### config.mk
export PLATFORM = sky130hd
export DESIGN_NAME = thermo16_decoder
export DESIGN_NICKNAME = d
export VERILOG_FILES = /design/src/rtl/thermo16_pkg.sv /design/src/rtl/thermo16_decoder_thermo8.sv /design/src/rtl/thermo16_decoder.sv
export SDC_FILE = /design/constraint.sdc
export NUM_CORES = 1
export LEC_CHECK = 0
export BUFFER_PORTS_ARGS = -buffer_cell sky130_fd_sc_hd__buf_2
export CAP_MARGIN = 20
export CORE_MARGIN = 2
export CORE_UTILIZATION = 62
export CTS_BUF_LIST = sky130_fd_sc_hd__clkbuf_8
export DETAILED_ROUTE_END_ITERATION = 7
export PLACE_DENSITY = 0.95
export SLEW_MARGIN = 20
export SYNTH_ARGS = -nofsm -noshare
export SYNTH_HDL_FRONTEND = slang
export SYNTH_HIERARCHICAL = 1
export SYNTH_SLANG_ARGS = --single-unit
### constraint.sdc
create_clock -name clk -period 2.26 [get_ports clk]
set_input_delay 0.226 -clock clk [delete_from_list [all_inputs] [get_ports clk]]
set_output_delay 0.226 -clock clk [all_outputs]
set_load 0.01 [all_outputs]
### src/rtl/thermo16_pkg.sv
// Shared constants and stage records for the 16-bit thermometer decoder.
// WIDTH   : thermometer output width
// CNT_W   : width of the ones-count input
// STAGES  : register stages from accept to output
// MAX_CNT : largest count that is not saturated
package thermo16_pkg;

    localparam int WIDTH   = 16;
    localparam int CNT_W   = 5;
    localparam int STAGES  = 3;
    localparam int MAX_CNT = 16;
    localparam int HALF_W  = MAX_CNT / 2;

    // Stage 1: clamped count plus saturation flag.
    typedef struct packed {
        logic             valid;
        logic [CNT_W-1:0] cnt;
        logic             sat;
    } stage1_t;

    // Stage 2: the two independently decoded half-codes.
    typedef struct packed {
        logic              valid;
        logic [HALF_W-1:0] hi;
        logic [HALF_W-1:0] lo;
        logic              sat;
    } stage2_t;

endpackage

### src/rtl/thermo16_decoder_thermo8.sv
// Combinational 8-bit thermometer decoder for one half of the output.
// cnt  : ones-count for this half, 0..8
// en   : when 0 the code is forced to all zeros
// code : bit i is 1 exactly when en=1 and i < cnt
module thermo8_decode
    import thermo16_pkg::*;
(
    input  logic [3:0]        cnt,
    input  logic              en,
    output logic [HALF_W-1:0] code
);

    always_comb begin
        code = '0;
        for (int unsigned i = 0; i < HALF_W; i++) begin
            code[i] = en && (i < 32'(cnt));
        end
    end

endmodule

### src/rtl/thermo16_decoder.sv
// Pipelined count-to-thermometer decoder with valid/ready handshaking.
// clk, rst            : rising-edge clock, synchronous active-high reset
// in_, in_valid       : ones-count to expand and its valid flag
// in_ready            : equals the pipeline advance signal
// out_, out_sat       : thermometer code and saturation flag
// out_valid, out_ready: output handshake
// xfer_cnt            : number of words delivered, modulo 256
module thermo16_decoder #(
    parameter int WIDTH  = thermo16_pkg::WIDTH,
    parameter int CNT_W  = thermo16_pkg::CNT_W,
    parameter int STAGES = thermo16_pkg::STAGES
) (
    input  logic             clk,
    input  logic             rst,
    input  logic [CNT_W-1:0] in_,
    input  logic             in_valid,
    output logic             in_ready,
    output logic [WIDTH-1:0] out_,
    output logic             out_sat,
    output logic             out_valid,
    input  logic             out_ready,
    output logic [7:0]       xfer_cnt
);

    import thermo16_pkg::*;

    // The stage split is hard-wired to two 8-bit halves over three registers.
    if (STAGES != 3 || WIDTH != 2 * HALF_W) begin : g_unsupported
        $error("thermo16_decoder supports only WIDTH=16 and STAGES=3");
    end

    logic    advance;
    stage1_t s1;
    stage2_t s2;

    logic             in_sat;
    logic [CNT_W-1:0] in_clamped;
    logic             hi_en;
    logic [CNT_W-1:0] hi_full;
    logic [3:0]       lo_cnt;
    logic [3:0]       hi_cnt;
    logic [HALF_W-1:0] lo_code;
    logic [HALF_W-1:0] hi_code;

    // All stages move in lockstep; bubbles are carried, not squeezed out.
    assign advance  = ~out_valid | out_ready;
    assign in_ready = advance;

    assign in_sat     = in_ > CNT_W'(WIDTH);
    assign in_clamped = in_sat ? CNT_W'(WIDTH) : in_;

    // Lower half saturates at 8; upper half sees the remainder above 8.
    assign hi_en   = s1.cnt > CNT_W'(HALF_W);
    assign hi_full = s1.cnt - CNT_W'(HALF_W);
    assign lo_cnt  = hi_en ? 4'(HALF_W) : s1.cnt[3:0];
    assign hi_cnt  = hi_en ? hi_full[3:0] : '0;

    thermo8_decode u_lo (
        .cnt  (lo_cnt),
        .en   (1'b1),
        .code (lo_code)
    );

    thermo8_decode u_hi (
        .cnt  (hi_cnt),
        .en   (hi_en),
        .code (hi_code)
    );

    always_ff @(posedge clk) begin
        if (rst) begin
            s1        <= '0;
            s2        <= '0;
            out_      <= '0;
            out_sat   <= 1'b0;
            out_valid <= 1'b0;
        end else if (advance) begin
            s1.valid  <= in_valid;
            s1.cnt    <= in_clamped;
            s1.sat    <= in_sat;
            s2.valid  <= s1.valid;
            s2.lo     <= lo_code;
            s2.hi     <= hi_code;
            s2.sat    <= s1.sat;
            out_      <= {s2.hi, s2.lo};
            out_sat   <= s2.sat;
            out_valid <= s2.valid;
        end
    end

    always_ff @(posedge clk) begin
        if (rst) begin
            xfer_cnt <= '0;
        end else if (out_valid && out_ready) begin
            xfer_cnt <= xfer_cnt + 8'd1;
        end
    end

endmodule

==> results of run 1 <==
==> area by class of cell <==
| cell class | count | area (um2) | area share (%) |
|---|---|---|---|
| Inverter | 5 | 18.8 | 0.800 |
| Tap cell | 46 | 57.6 | 2.45 |
| Clock buffer | 5 | 68.8 | 2.93 |
| Sequential cell | 51 | 1020 | 43.5 |
| Timing Repair Buffer | 36 | 183 | 7.79 |
| Multi-Input combinational cell | 198 | 993 | 42.3 |
| Clock inverter | 1 | 3.75 | 0.160 |
==> power by group through the flow <==
stage | sequential, mW | clock [mW] | combinational, mW
2_1_floorplan | 0.961 | 0 | 0.0825
3_3_place_gp | 0.958 | 0 | 0.112
3_5_place_dp | 0.960 | 0 | 0.115
4_1_cts | 0.938 | 0.473 | 0.116
5_1_grt | 0.943 | 0.509 | 0.131
6_report | 0.939 | 0.466 | 0.116
==> registers in the layout, indices dropped and copies added (netlist names) <==
| register | cells |
|---|---|
| out_ | 16 |
| s1 | 7 |
| s2 | 18 |
| out_valid | 1 |
| xfer_cnt | 8 |
| out_sat | 1 |
==> placed cells by master (no fill, tap or decap) <==
cell | synthesis | final
nand3_1 | 6 | 6
or3_1 | 2 | 2
nand3_2 | 1 | 1
nor2b_2 | 0 | 1
or4_1 | 4 | 4
o21ai_0 | 2 | 2
clkbuf_8 | 0 | 5
a211oi_1 | 2 | 2
inv_1 | 4 | 5
inv_2 | 1 | 1
a41o_1 | 2 | 2
or2_2 | 1 | 1
a21oi_1 | 50 | 50
nor2b_1 | 6 | 5
buf_2 | 9 | 35
and2_1 | 5 | 5
o31a_1 | 2 | 2
o41a_1 | 2 | 2
buf_4 | 0 | 1
o21a_2 | 2 | 2
nand3b_1 | 4 | 4
o31ai_1 | 4 | 4
ha_1 | 1 | 1
nor2_1 | 7 | 7
nand2b_1 | 1 | 1
dfxtp_1 | 51 | 51
conb_1 | 1 | 7
xor2_1 | 2 | 2
o31a_2 | 2 | 2
nand2_1 | 83 | 83
==> layer usage <==
layer	wire, um	vias to the layer above	share of wire [%]	global-route usage (%)
met5	0	-	0	0
met4	48	0	1.3	7.90
met3	163	6	4.3	6.21
met2	1830	36	48	36.8
met1	1790	825	47	27.1
li1	-	945	-	-
==> critical path, stage by stage (launching register included) <==
cell and delay (ps):
dfxtp_1 390, nor2b_2 190, inv_2 480, buf_2 250
==> cell families after synthesis <==
logic type	Yosys count	synth area share, %
AND/OR/NAND/NOR	120	25.6
AO/OA/AOI/OAI	68	19.4
buffers and inverters	20	4.16
XOR/XNOR	2	0.844
adder cells (fa/ha/maj)	1	0.603
other	1	0.181
flip-flops	51	49.2
==> path summary, 6_finish.rpt <==
| kind | to | slack [ps] | cells past startpoint |
|---|---|---|---|
| max | in_ready | 420 | 3 |
| min | s1[6] | 160 | 3 |
| max reg2reg | s2[9] | 520 | 6 |
| min reg2reg | out_[5] | 450 | 2 |
==> metrics.md, run 1 <==
| Metric | Value |
|---|---|
| Clock Power Share | 30.7% |
| Pin count of the biggest net entering global routing | 52 |
| Final period util | 81.6% |
| Hold path startpoint | in_valid |
| Top cell type by total area after synthesis | dfxtp_1 |
| Critical Path Start | out_valid |
| NetSw | 0.350 mW |
| First drt pass iteration count | 4 |
| Hold_ws | 163 ps |
| Setup Buffers After CTS | 0 |
| Yosys warning count | 6 |
| Pre-CTS WS | 554 ps |
| Die area | 3830 um2 |
| Post-DRT Antenna Nets | 0 |
| Vias | 1,812 |
| Max-cap violations | 0 |
| Worst Setup End Kind | primary output |
| Vias in the first global route | 1,527 |
| Worst EP required | 2030 ps |
| CTS tree | yes |
| Die Y | 61.9 um |
| Switching portion of total power | 23.0% |
| IO buf count | 35 |
| Fmax achieved | 542 MHz |
| Setup total negative slack | 0 ps |
| GRT Total Usage | 22.0% |
| Number of synthesized flops with an enable pin | 0 |
| Htree depth | 2 |
| Sequential power share | 61.7% |
| Clk_lat worst skew | 300 ps |
| # rows | 21 |
| Design Area, Final | 2350 um2 |
| Area Growth Syn to Fin | 13.0% |
| Final Non-Filler Cells | 342 |
| GPL Wtd Cong | 0.835 |
| DP Area | 2270 um2 |
| Ports | 36 |
| Worst-margin pin slew | 903 ps |
| Top post-synthesis cells by count | 83 x nand2_1, 51 x dfxtp_1, 50 x a21oi_1 |
| VDD IR max | 0.413 mV |
| Synth top area share | 49.2% |
| RSZ-0062 raised after global routing | false |
| # hold bufs at CTS | 0 |
| Pwr Total | 1.52 mW |
| Final Setup Violations | 0 |
| Wire length per cell | 11.2 um |
| Final worst setup slack | 415 ps |
| Clock skew | 3.80 ps |
| Chip width | 61.9 um |
| Flops & latches, synth | 51 |
| DP HPWL | 2540 um |
| Post-cts resize count | 0 |
| Final hold viol count | 0 |
| First-pass GRT wire length | 6300 um |
| Sequential area share after synthesis | 49.2% |
| Cell variety after synth | 28 |
| Clk root buf | clkbuf_8 |
| Dpl cells | 336 |
| CTS buffer count | 5 |
| Via density | 5.30 |
| Core footprint | 3280 um2 |
| Power Density | 648 nW/um2 |
| Max-slew violations | 0 |
| Crit Path Category | flip-flop to primary output |
| Clock buffer depth | 2 |
| Syn Area/Cell | 7.89 um2 |
| Total Wirelength | 3830 um |
| Grt ovf | 0 |
| Post-Syn Instances | 263 |
| Number of fill cells | 289 |
| # diodes | 0 |
| RR Startpoint | s1[1] |
| Internal | 1.17 mW |
| Initial antenna violation count | 0 |
| Top cells by area, synth | dfxtp_1 49%, nand2_1 15%, a21oi_1 12%, buf_2 2.2%, nor2b_1 1.8% |
| Clock Pin Slew Worst Setup and Hold Paths | 80 ps |
| Nets@finish | 307 |
| Finished Core Util | 71.4% |
| Minimum clock period | 1840 ps |
| Outcome | finished clean |
| Crit start category | flip-flop |
| Leak Pwr | 0.918 nW |
| Combinational power share | 7.6% |
| Initial DRC Count | 118 |
| Fraction of registers with async set/reset | 0% |
| Hold Crit Class | input pin to flip-flop |
| Count leader, synth | nand2_1 |
| CP Max Fanout | 43 |
| Max-slew headroom | 39.8% |
| DR DRC count | 0 |
| Synthesized cell area | 2080 um2 |
| Starting Density | 63.2% |
| Post-synth top flop | dfxtp_1 |
| Ratio of cells with drive above 1 in the final layout | 16.6% |
| CTS sink count | 51 |
| Worst endpoint data arrival time | 1620 ps |
Power figures use the tool's default switching activity.
==> inputs of run 2 (changes only) <==
--- a/config.mk
+++ b/config.mk
@@ -8,10 +8,10 @@
 export BUFFER_PORTS_ARGS = -buffer_cell sky130_fd_sc_hd__buf_2
 export CAP_MARGIN = 20
 export CORE_MARGIN = 2
-export CORE_UTILIZATION = 62
+export CORE_UTILIZATION = 57
 export CTS_BUF_LIST = sky130_fd_sc_hd__clkbuf_8
 export DETAILED_ROUTE_END_ITERATION = 7
-export PLACE_DENSITY = 0.95
+export PLACE_DENSITY = 0.93
 export SLEW_MARGIN = 20
 export SYNTH_ARGS = -nofsm -noshare
 export SYNTH_HDL_FRONTEND = slang
==> constraint.sdc (replaced) <==
create_clock -name clk -period 1.9 [get_ports clk]
set_input_delay 0.19 -clock clk [delete_from_list [all_inputs] [get_ports clk]]
set_output_delay 0.19 -clock clk [all_outputs]
set_load 0.01 [all_outputs]
==> run 2 against run 1 <==
- via count increased by 0.99%
- die area up 8.2%
- flip-flop and latch count is the same
- critical path type unchanged
- clock-buffer cell count unchanged
- routed wire length rose by 6.5%
- utilization decreased by 1.8 points
- power rose by 21%
- final area grew 1.4%
==> metrics.md, run 2 (synthesis results as in run 1) <==
| Metric | Value |
|---|---|
| Largest regs | s2: 18 flops, out_: 16 flops, xfer_cnt: 8 flops |
| Clock buffer depth | 2 |
| Max-slew headroom | 55.6% |
| Initial antenna violation count | 0 |
| Final Setup Violations | 0 |
| Setup total negative slack | 0 ps |
| Dpl cells | 337 |
| Vias in the first global route | 1,689 |
| Outcome | finished clean |
| Htree depth | 2 |
| # hold bufs at CTS | 0 |
| Nets@finish | 308 |
| Chip width | 64.3 um |
| Commonest non-fill, non-tap cell in the layout | nand2_1 |
| CTS sink count | 51 |
| Clk_lat worst skew | 300 ps |
| Crit start category | flip-flop |
| Total Wirelength | 4080 um |
| Grt ovf | 0 |
| Number of fill cells | 307 |
| Ratio of cells with drive above 1 in the final layout | 17.7% |
| Max-slew violations | 0 |
| Hold_ws | 137 ps |
| GPL Wtd Cong | 0.891 |
| Starting Density | 60.8% |
| Vias | 1,830 |
| Via density | 5.30 |
| Core footprint | 3420 um2 |
| Crit Path Category | flip-flop to primary output |
| # diodes | 0 |
| First-pass GRT wire length | 6890 um |
| Area Growth Syn to Fin | 14.6% |
| Worst Setup End Kind | primary output |
| Worst EP required | 1710 ps |
| GRT Total Usage | 21.1% |
| Minimum clock period | 1790 ps |
| Max-cap violations | 0 |
| Fmax achieved | 558 MHz |
| DP HPWL | 2680 um |
| Ports | 36 |
| IO buf count | 35 |
| Post-DRT Antenna Nets | 0 |
| Final Non-Filler Cells | 345 |
| Final hold viol count | 0 |
| Worst Reg-to-Reg Cells | 6 |
| Commonest non-fill, non-tap cells in the layout | 83 x nand2_1, 51 x dfxtp_1, 50 x a21oi_1 |
| CP Max Fanout | 43 |
| Hold Crit Class | input pin to flip-flop |
| Worst endpoint data arrival time | 1600 ps |
| Wire length per cell | 11.8 um |
| VDD IR max | 0.606 mV |
| Power Density | 773 nW/um2 |
| Pin count of the biggest net entering global routing | 52 |
| Worst-margin pin slew | 666 ps |
| Clock skew | 8.48 ps |
| Final period util | 94.3% |
| Max reg flops | 18 |
| Biggest register | s2 |
| First drt pass iteration count | 4 |
| # rows | 21 |
| Die Y | 64.3 um |
| RSZ-0062 raised after global routing | false |
| Initial DRC Count | 120 |
| Clock Pin Slew Worst Setup and Hold Paths | 80 ps |
| Die area | 4140 um2 |
| CTS tree | yes |
| Leak Pwr | 0.936 nW |
| Worst Hold Depth | 3 |
| CTS buffer count | 5 |
| DR DRC count | 0 |
| Clk root buf | clkbuf_8 |
## run 2: cell count changes in the layout (fill, tap and decap cells not counted)
cell      before  now
nor2_2         0    1
nand2b_1       1    0
inv_1          5    6
nand2b_2       0    1
buf_12         0    1
clkinv_2       0    1
nor2_1         7    6
## run 2: final timing paths
path / start / to / slack [ps]
max reg2reg: s1[2] / s2[9] / 200
min: in_valid / s1[6] / 140
max: out_valid / in_ready / 110
min reg2reg: out_[11] / out_[11] / 450
## run 2: per-stage QoR
stage                     setup WS (ps)  instance area [um2]  total power, mW  utilization [%]
after global placement              292                 2290             1.28             67.1
after global routing               11.0                 2380             1.93             69.7
final                               108                 2380             1.84             69.7
after floorplan                     359                 2100             1.24                -
after CTS                           109                 2370             1.85             69.5
after detailed placement            213                 2290             1.29             67.1
## run 2: timing repair
action / in CTS / in global routing
buffers inserted: 0 / 0
endpoints found under the setup margin: 0 / 1
resized for setup: 0 / 2
## run 2: critical path, stage by stage (launching register included)
cell and delay, ps:
dfxtp_1 370, nor2b_2 190, inv_2 490, buf_2 250
## run 2: per-layer routing
metal,track usage [%],vias up,share of wire [%],wire length [um]
met5,0,-,0,0
met4,9.57,0,1.5,63
met3,5.46,8,4.3,175
met2,37.6,43,50,2030
met1,23.3,836,44,1810
li1,-,943,-,-
## run 2: power by group
part	switching (mW)	internal [mW]	leakage [nW]
registers	0.0183	1.10	0.415
logic	0.0894	0.0579	0.471
clock network	0.327	0.248	0.0505
## run 2: area by class of cell
cell class | instances | area (um2) | area share [%]
sequential | 51 | 1020 | 42.9
multi-input combinational | 198 | 998 | 42.0
timing repair buffer | 37 | 203 | 8.52
clock buffer | 5 | 68.8 | 2.89
tap | 46 | 57.6 | 2.42
inverter | 5 | 18.8 | 0.789
clock inverter | 3 | 12.5 | 0.526
